<file path="src/rtl/ecc_pkg.sv">
// Shared ECC definitions for the page encoder/decoder pair: widths, types and code-bit masks.
package ecc_pkg;

  localparam int unsigned ECC_DATA_W     = 16;
  localparam int unsigned ECC_PAGE_WORDS = 8;
  localparam int unsigned ECC_CODE_W     = 8;
  localparam int unsigned ECC_BATCH_W    = 3;
  localparam int unsigned ECC_LOW_W      = ECC_DATA_W - 1;

  typedef logic [ECC_DATA_W-1:0]  ecc_word_t;
  typedef logic [ECC_CODE_W-1:0]  ecc_code_t;
  typedef logic [ECC_BATCH_W-1:0] ecc_batch_t;

  // Bit-position masks over w[14:0] for code bits 0..3 (same for every batch)
  localparam logic [ECC_LOW_W-1:0] ECC_C0_MASK = 15'h5555;  // {0,2,4,...,14}
  localparam logic [ECC_LOW_W-1:0] ECC_C1_MASK = 15'h6666;  // {1,2,5,6,9,10,13,14}
  localparam logic [ECC_LOW_W-1:0] ECC_C2_MASK = 15'h7878;  // {3,4,5,6,11,12,13,14}
  localparam logic [ECC_LOW_W-1:0] ECC_C3_MASK = 15'h7F80;  // {7..14}

  // Batch-membership masks: PAR selects ^w[14:0], MSB selects w[15]
  localparam logic [ECC_PAGE_WORDS-1:0] ECC_C4_PAR_MASK = 8'hAA;  // odd batches
  localparam logic [ECC_PAGE_WORDS-1:0] ECC_C4_MSB_MASK = 8'h55;  // even batches
  localparam logic [ECC_PAGE_WORDS-1:0] ECC_C5_PAR_MASK = 8'hCC;  // {2,3,6,7}
  localparam logic [ECC_PAGE_WORDS-1:0] ECC_C5_MSB_MASK = 8'h66;  // {1,2,5,6}
  localparam logic [ECC_PAGE_WORDS-1:0] ECC_C6_PAR_MASK = 8'hF0;  // {4,5,6,7}
  localparam logic [ECC_PAGE_WORDS-1:0] ECC_C6_MSB_MASK = 8'h78;  // {3,4,5,6}
  localparam logic [ECC_PAGE_WORDS-1:0] ECC_C7_MSB_MASK = 8'h80;  // {7}

  // Registered SRAM write beat
  typedef struct packed {
    ecc_batch_t batch;
    ecc_word_t  data;
    logic       end_of_page;
    ecc_code_t  code;
  } ecc_out_beat_t;

endpackage

</file>
<file path="src/rtl/ecc_encoder_if.sv">
// Word-in / SRAM-write-out handshake bundle of the page ECC encoder.
interface ecc_encoder_if;
  import ecc_pkg::*;

  logic       in_valid;
  logic       in_ready;
  ecc_word_t  in_data;
  logic       page_abort;
  logic       out_valid;
  logic       out_ready;
  ecc_batch_t out_batch;
  ecc_word_t  out_data;
  logic       end_of_page;
  ecc_code_t  out_code;

  // Encoder side
  modport slave (
    input  in_valid, in_data, page_abort, out_ready,
    output in_ready, out_valid, out_batch, out_data, end_of_page, out_code
  );

  // Producer/consumer side
  modport master (
    output in_valid, in_data, page_abort, out_ready,
    input  in_ready, out_valid, out_batch, out_data, end_of_page, out_code
  );

endinterface

</file>
<file path="src/rtl/ecc_word_parity.sv">
// Combinational contribution of one word at a given batch index to the page check code.
module ecc_word_parity
  import ecc_pkg::*;
(
  input  ecc_word_t  word,
  input  ecc_batch_t batch,
  output ecc_code_t  contrib_c
);

  logic [ECC_LOW_W-1:0] low;
  logic                 par;
  logic                 msb;

  // Bits 0..3 depend only on the word; bits 4..7 mix low parity and MSB by batch
  always_comb begin
    low       = word[ECC_LOW_W-1:0];
    par       = ^low;
    msb       = word[ECC_DATA_W-1];
    contrib_c = '0;
    contrib_c[0] = ^(low & ECC_C0_MASK);
    contrib_c[1] = ^(low & ECC_C1_MASK);
    contrib_c[2] = ^(low & ECC_C2_MASK);
    contrib_c[3] = ^(low & ECC_C3_MASK);
    contrib_c[4] = (par & ECC_C4_PAR_MASK[batch]) ^ (msb & ECC_C4_MSB_MASK[batch]);
    contrib_c[5] = (par & ECC_C5_PAR_MASK[batch]) ^ (msb & ECC_C5_MSB_MASK[batch]);
    contrib_c[6] = (par & ECC_C6_PAR_MASK[batch]) ^ (msb & ECC_C6_MSB_MASK[batch]);
    contrib_c[7] = msb & ECC_C7_MSB_MASK[batch];
  end

endmodule

</file>
<file path="src/rtl/ecc_encoder.sv">
// Page ECC encoder: forwards words with batch index and emits the page code alongside word 7.
module ecc_encoder
  import ecc_pkg::*;
(
  input  logic          clk,
  input  logic          rst_n,
  ecc_encoder_if.slave  bus
);

  logic          out_valid_q;
  ecc_out_beat_t out_q;
  ecc_batch_t    cnt_q;
  ecc_code_t     acc_q;

  ecc_code_t     contrib_c;
  logic          in_ready_c;
  logic          accept_c;
  logic          consume_c;
  logic          last_c;

  ecc_word_parity u_parity (
    .word      (bus.in_data),
    .batch     (cnt_q),
    .contrib_c (contrib_c)
  );

  // Abort blocks the input so a page never straddles an abort
  assign in_ready_c = ~bus.page_abort & (~out_valid_q | bus.out_ready);
  assign accept_c   = bus.in_valid & in_ready_c;
  assign consume_c  = out_valid_q & bus.out_ready;
  assign last_c     = (cnt_q == ECC_BATCH_W'(ECC_PAGE_WORDS - 1));

  assign bus.in_ready    = in_ready_c;
  assign bus.out_valid   = out_valid_q;
  assign bus.out_batch   = out_q.batch;
  assign bus.out_data    = out_q.data;
  assign bus.end_of_page = out_q.end_of_page;
  assign bus.out_code    = out_q.code;

  // Single output register stage; holds all fields while stalled
  always_ff @(posedge clk or negedge rst_n) begin
    if (!rst_n) begin
      out_valid_q <= 1'b0;
      out_q       <= '0;
    end else if (accept_c) begin
      out_valid_q       <= 1'b1;
      out_q.batch       <= cnt_q;
      out_q.data        <= bus.in_data;
      out_q.end_of_page <= last_c;
      if (last_c) begin
        out_q.code <= acc_q ^ contrib_c;
      end
    end else if (consume_c) begin
      out_valid_q <= 1'b0;
    end
  end

  // Batch counter and running code accumulator; abort wins over acceptance
  always_ff @(posedge clk or negedge rst_n) begin
    if (!rst_n) begin
      cnt_q <= '0;
      acc_q <= '0;
    end else if (bus.page_abort) begin
      cnt_q <= '0;
      acc_q <= '0;
    end else if (accept_c) begin
      cnt_q <= cnt_q + ECC_BATCH_W'(1);
      acc_q <= last_c ? '0 : (acc_q ^ contrib_c);
    end
  end

endmodule
</file>
<file path="src/flat_wrapper.sv">
// flat-port wrapper written by rule: the top's interface ports become plain ports
module ecc_encoder_flat import ecc_pkg::*;
  (clk, rst_n, bus_in_valid, bus_in_data, bus_page_abort, bus_out_ready, bus_in_ready, bus_out_valid, bus_out_batch, bus_out_data, bus_end_of_page, bus_out_code);
  ecc_encoder_if bus_i ();
  input  logic clk;
  input  logic rst_n;
  input wire logic [$bits(bus_i.in_valid)-1:0] bus_in_valid;
  input wire logic [$bits(bus_i.in_data)-1:0] bus_in_data;
  input wire logic [$bits(bus_i.page_abort)-1:0] bus_page_abort;
  input wire logic [$bits(bus_i.out_ready)-1:0] bus_out_ready;
  output wire logic [$bits(bus_i.in_ready)-1:0] bus_in_ready;
  output wire logic [$bits(bus_i.out_valid)-1:0] bus_out_valid;
  output wire logic [$bits(bus_i.out_batch)-1:0] bus_out_batch;
  output wire logic [$bits(bus_i.out_data)-1:0] bus_out_data;
  output wire logic [$bits(bus_i.end_of_page)-1:0] bus_end_of_page;
  output wire logic [$bits(bus_i.out_code)-1:0] bus_out_code;
  assign bus_i.in_valid = bus_in_valid;
  assign bus_i.in_data = bus_in_data;
  assign bus_i.page_abort = bus_page_abort;
  assign bus_i.out_ready = bus_out_ready;
  assign bus_in_ready = bus_i.in_ready;
  assign bus_out_valid = bus_i.out_valid;
  assign bus_out_batch = bus_i.out_batch;
  assign bus_out_data = bus_i.out_data;
  assign bus_end_of_page = bus_i.end_of_page;
  assign bus_out_code = bus_i.out_code;
  ecc_encoder u_core (.clk(clk), .rst_n(rst_n), .bus(bus_i));
endmodule
</file>
<file path="config.mk">
export PLATFORM = sky130hd
export DESIGN_NAME = ecc_encoder_flat
export DESIGN_NICKNAME = d
export VERILOG_FILES = /design/src/rtl/ecc_pkg.sv /design/src/rtl/ecc_encoder_if.sv /design/src/rtl/ecc_word_parity.sv /design/src/rtl/ecc_encoder.sv /design/src/flat_wrapper.sv
export SDC_FILE = /design/constraint.sdc
export NUM_CORES = 1
export LEC_CHECK = 0
export ABC_AREA = 1
export CAP_MARGIN = 30
export CORE_UTILIZATION = 35
export CTS_BUF_LIST = sky130_fd_sc_hd__clkbuf_8 sky130_fd_sc_hd__clkbuf_16
export DETAILED_ROUTE_END_ITERATION = 12
export GPL_ROUTABILITY_DRIVEN = 0
export PLACE_DENSITY_LB_ADDON = 0.3
export SYNTH_ARGS = -nofsm -noshare
export SYNTH_HDL_FRONTEND = slang
export SYNTH_SLANG_ARGS = --single-unit
</file>
<file path="constraint.sdc">
create_clock -name clk -period 2.1 [get_ports clk]
set_input_delay 0.21 -clock clk [delete_from_list [all_inputs] [get_ports clk]]
set_output_delay 0.21 -clock clk [all_outputs]
set_load 0.03 [all_outputs]
</file>
-- Word-level counts from Yosys, hierarchy flattened
Memories as Yosys holds them, arrays and structs flattened.
Cells that the tools add are included.
- register bits after elaboration: 40
- memory bits (read-only): 56
- bits of input ports: 21
- output and inout bits: 30
- logic and storage cells: 56
- memories: 7
- memory list (name ; words ; width ; read ports ; clocked after memory_dff ; wr ports ; line ; source):
    (no name shown) ; 8 ; 1 ; 1 ; 0 ; 0 ; ecc_word_parity.sv:26 ; contrib_c[6] = (par & ECC_C6_PAR_MASK[batch]) ^ (msb & ECC_C6_MSB_MASK[batch]);
    (no name shown) ; 8 ; 1 ; 1 ; 0 ; 0 ; ecc_word_parity.sv:26 ;
    (no name shown) ; 8 ; 1 ; 1 ; 0 ; 0 ; ecc_word_parity.sv:25 ; contrib_c[5] = (par & ECC_C5_PAR_MASK[batch]) ^ (msb & ECC_C5_MSB_MASK[batch]);
    (no name shown) ; 8 ; 1 ; 1 ; 0 ; 0 ; ecc_word_parity.sv:25 ;
    (no name shown) ; 8 ; 1 ; 1 ; 0 ; 0 ; ecc_word_parity.sv:24 ; contrib_c[4] = (par & ECC_C4_PAR_MASK[batch]) ^ (msb & ECC_C4_MSB_MASK[batch]);
    (no name shown) ; 8 ; 1 ; 1 ; 0 ; 0 ; ecc_word_parity.sv:24 ;
    +1 memories ; - ; - ; - ; - ; - ; - ;
- add/sub/neg operators: 1
- magnitude comparators: 1
- equal/unequal tests: 1
- mux-type cells: 14
- bitwise gates (word level): 17
- reductions and logical operators: 8
- operator list (operator ; count):
    $reduce_xor A15 Y1 ; 5
    $mux W8 ; 3
    $and A1 B1 Y1 ; 10
    $mux W1 ; 9
    $xor A8 B8 Y8 ; 1
    $mux W3 ; 2
    $lt A3 B4 Y1 const B ; 1
    $reduce_bool A2 Y1 ; 2
    $add A3 B1 Y3 const B ; 1
    $eq A3 B3 Y1 const B ; 1
    $xor A1 B1 Y1 ; 3
    $not A1 Y1 ; 2
    $reduce_and A2 Y1 ; 1
    $or A1 B1 Y1 ; 1

-- Longest topological paths before layout
- depth after elaboration: 8
- mapped depth: 15
- mapped depth without buffers: 15

-- By module
A second synthesis with hierarchy kept.
- cells, all modules: 319
- area total of the unflattened synthesis: 2393.5 um2
- modules (own cells, without submodules) (module ; instances ; cells an instance ; area each (um2) ; seq. area each (um2)):
    ecc_encoder ; 1 ; 184 ; 1712.9 ; 1001.0
    ecc_word_parity ; 1 ; 135 ; 680.7 ; 0.0

-- Worst setup path after synthesis
No wires, ideal clock.
- path kind: register to register
- from: register u_core.out_valid_q (netlist: u_core.bus.out_valid)
- to: register u_core.out_q, in the netlist u_core.bus.out_code[0]
- library setup time: 0.127 ns
- arrival: 1.897 ns
- data required time: 1.973 ns
- slack: 0.076 ns
- stages on the path, launching flop included: 8
- path buffers: 1
- period minus slack after synthesis: 2.024 ns
- cell sequence: dfrtp_1 > a21oi_1 > nand2_1 > nor2_2 > inv_1 > buf_2 > nand2_1 > o21ai_0
- longest elaborated chain between the ends: 5
- ends and longest elaborated chain (element ; line ; source):
    start: declaration ; ecc_encoder.sv:10 ; logic out_valid_q;
    start signal: assignment ; ecc_encoder.sv:43 ; out_valid_q <= 1'b0;
    start signal: assignment ; ecc_encoder.sv:46 ; out_valid_q <= 1'b1;
    start signal: assignment ; ecc_encoder.sv:54 ; out_valid_q <= 1'b0;
    $not A1 Y1 ; ecc_encoder.sv:28 ; assign in_ready_c = ~bus.page_abort & (~out_valid_q | bus.out_ready);
    $or A1 B1 Y1 ; ecc_encoder.sv:28 ;
    $and A1 B1 Y1 ; ecc_encoder.sv:28 ;
    net bus_in_ready ; flat_wrapper.sv:11 ; output wire logic [$bits(bus_i.in_ready)-1:0] bus_in_ready;
    $and A1 B1 Y1 ; ecc_encoder.sv:29 ; assign accept_c = bus.in_valid & in_ready_c;
    $reduce_and A2 Y1 (no source line) ; - ;
    end: declaration ; ecc_encoder.sv:11 ; ecc_out_beat_t out_q;
The timed path passes the listed nets, and every way through them passes these cells.
A chain may end at the register's enable or synchronous reset.

-- Final worst setup path
- from: register u_core.out_valid_q (netlist: u_core.bus.out_valid)
- to: output port bus_in_ready
- longest elaborated chain between the ends: 3
- ends and longest elaborated chain (element ; line):
    $not A1 Y1 ; ecc_encoder.sv:28
    $or A1 B1 Y1 ; ecc_encoder.sv:28
    $and A1 B1 Y1 ; ecc_encoder.sv:28
    end: declaration ; flat_wrapper.sv:11
No other way between the ends.

==> impl_metrics.toml <==
[layout]
nets = 365
insertedDiodeCount = 0
finish.utilization_pct = 48.6
syn2layout_area_growth_pct = 32.8
final.fill_count = 596
seqCellArea_um2 = 1000
drive_above_1_share_pct = 11.4
multi_input_area_um2 = 1040

[pwr]
peakVddDrop_mv = 0.331
leakagePower_nw = 1.47
cellPowerDensity_nw_per_um2 = 781

[placed_design]
portBuffers = 50
dp_hpwl_um = 3560

[synthesis]
synth_edf_count = 0
ys_ff_latch = 40
synth_warnings = 0
netlist_area_um2 = 2190
async_flop_share_pct = 100
syn-mean-instance-area_um2 = 7.72
synth_cell_type_count = 23
yosys.area.top_type = "dfrtp_1"
synth_nets = 308
yosysTopAreaCellShare_pct = 45.6
ys.flop_type = "dfrtp_1"
synth.most_common_cell = "nand2_1"
seq_area_frac_synth_pct = 45.6
syn_inst = 284
netlist_top_cells_count = "nand2_1, dfrtp_1, o21ai_0"
synthTopCellsByArea = "dfrtp_1, nand2_1, o21ai_0, inv_1, xor2_1"

[outcome]
status = "completed"

[floorplan]
io_pins = 51
die-height_um = 81.2
die_w_um = 81.2
die_area_um2 = 6590
start_util_pct = 36.6
row_count = 28
core-area_um2 = 5990

[setup_path]
crit_path_cell_trace = "a21oi_1 -> clkdlybuf4s50_1"
critical_path.max_stage_delay_ns = 0.70
critical_path_arrival_ns = 1.57
required_ns = 1.89
reg2reg_slack_ns = 0.48
start_kind = "flop"
critical-path-top-delay-family = "buffers and inverters"
cp.buffers_inverters = 1
end_kind = "primary output"
cp_max_fo = 3
worst_path_max_delay_cell = "clkdlybuf4s50_1"
worstSetupPathType = "reg2out"

[clock_tree]
cts_buffer_depth = 2
cts.clk_slew.worst_paths_ns = 0.08
clock-sinks = 40
cts_tree = "done"
htree_levels = 2
clk_root_buffer_cell = "clkbuf_8"
clk_latency_ns = 0.29
post_cts_resized = 0
numCtsBuffers = 5

[global_routing]
grt_max_degree = 24
grt_antenna_before_repair = 0
grt-ovfl-total = 0
grt_pass1_vias = 1752
grtUsageTotal_pct = 15.8
grt_pass1_wl_um = 7950

[detailed_routing]
wl_per_cell_um = 10.8
route.detailed.drc = 0
vias_per_cell = 4.46
antenna_left = 0
first_pass_iters = 4
wl_um = 4510
drt-initial-drc-count = 96
num_vias = 1861

[sta]
setup_violations = 0
layout_min_cycle_time_ns = 1.78
rsz0062_at_grt = "false"
fmax_mhz = 560
period_share_pct = 85.0
finalHoldViolations = 0
tightest_slew_ns = 0.412
fin_skew_ns = 0.00612
finalSetupTns_ns = 0
finalMaxSlewViolations = 0
slew_headroom_pct = 72.5

[hold_path]
hp-class = "in2async"

[job]
drv_cap = 0
==> power breakdown <==
group / internal, W / switching, W / leakage (nW)
clock network: 0.000358 / 0.000285 / 0.0548
logic: 0.000297 / 0.000414 / 0.889
registers: 0.000864 / 0.0000563 / 0.522
total: 0.00152 / 0.000755 / 1.47
==> area by class of cell <==
| class | count | share of cell area [%] |
|---|---|---|
| multi-input combinational | 205 | 35.6 |
| clock inverter | 3 | 1.59 |
| sequential | 40 | 34.4 |
| inverter | 33 | 4.25 |
| timing repair buffer | 56 | 18.6 |
| clock buffer | 5 | 2.36 |
| tap | 75 | 3.22 |
==> cell usage in the layout (no fill, tap or decap), drive strengths merged <==
cell type | Yosys | layout
nand2 | 130 | 130
clkdlybuf4s50 | 0 | 49
dfrtp | 40 | 40
inv | 32 | 33
o21ai | 30 | 30
xnor2 | 12 | 12
xor2 | 11 | 11
nand3 | 9 | 9
buf | 3 | 6
clkbuf | 3 | 5
nor2 | 5 | 5
ha | 3 | 3
a21oi | 2 | 2
nand3b | 2 | 2
clkinv | 1 | 1
o22ai | 1 | 1
bufinv | 0 | 1
clkinvlp | 0 | 1
dlygate4sd3 | 0 | 1
==> stage by stage <==
stage | setup WS [ns] | instances | total power, W | instance area, um2 | hold slack (ns)
finish | 0.316 | 417 | 0.00227 | 2910 | 0.345
global route | 0.253 | 417 | 0.00242 | 2910 | 0.373
CTS | 0.304 | 417 | 0.00231 | 2910 | 0.353
detailed placement | 0.150 | 408 | 0.00165 | 2790 | 0.130
global placement | 0.212 | 408 | 0.00164 | 2790 | 0.120
floorplan | 0.0755 | 284 | 0.00137 | 2190 | -0.0856
==> registers in the layout (all words and copies together) (netlist names) <==
register                count
u_core.acc_q                8
u_core.cnt_q                3
u_core.bus.out_code         8
u_core.bus.end_of_page      1
u_core.bus.out_batch        3
u_core.bus.out_valid        1
u_core.bus.out_data        16
==> final timing paths <==
path,startpoint,end,cells past startpoint
worst max-delay path,u_core.bus.out_valid,bus_in_ready,2
max in group asynchronous,rst_n,u_core.bus.end_of_page,3
worst max register to register,u_core.cnt_q[0],u_core.bus.out_code[2],6
worst min register to register,u_core.bus.out_data[0],u_core.bus.out_data[0],2
min in group clk,u_core.bus.out_data[0],u_core.bus.out_data[0],2
worst min-delay path,rst_n,u_core.bus.out_data[0],2
==> logic make-up (layout without fill, tap and decap cells) <==
kind of cell,Yosys count,in the layout,share of synthesized area (%)
AOI/OAI and AO/OA,33,33,7.76
xor gates and xnor gates,23,23,9.87
adders and majority gates,3,3,1.71
buffers and inverters,39,97,7.13
DFF,40,40,45.6
and+or+nand+nor,146,146,27.9
==> routing by layer <==
metal	vias up	global-route usage, %	routed length (um)
met5	-	0	0
met4	0	4.29	51
met3	9	4.04	175
met2	36	25.6	2080
met1	835	20.7	2210
li1	981	-	-
==> worst reg2reg max path: stages, from the launching register on <==
cell     delay, ns
dfrtp_1       0.44
ha_1          0.25
ha_1          0.20
inv_1         0.07
nor2_2        0.05
inv_1         0.32
o21ai_0       0.16
==> repair_timing <==
item	in CTS	in global routing
hold endpoints to repair	12	0
setup buffers	0	0
hold buffers	1	0
Power figures use the tool's default switching activity.
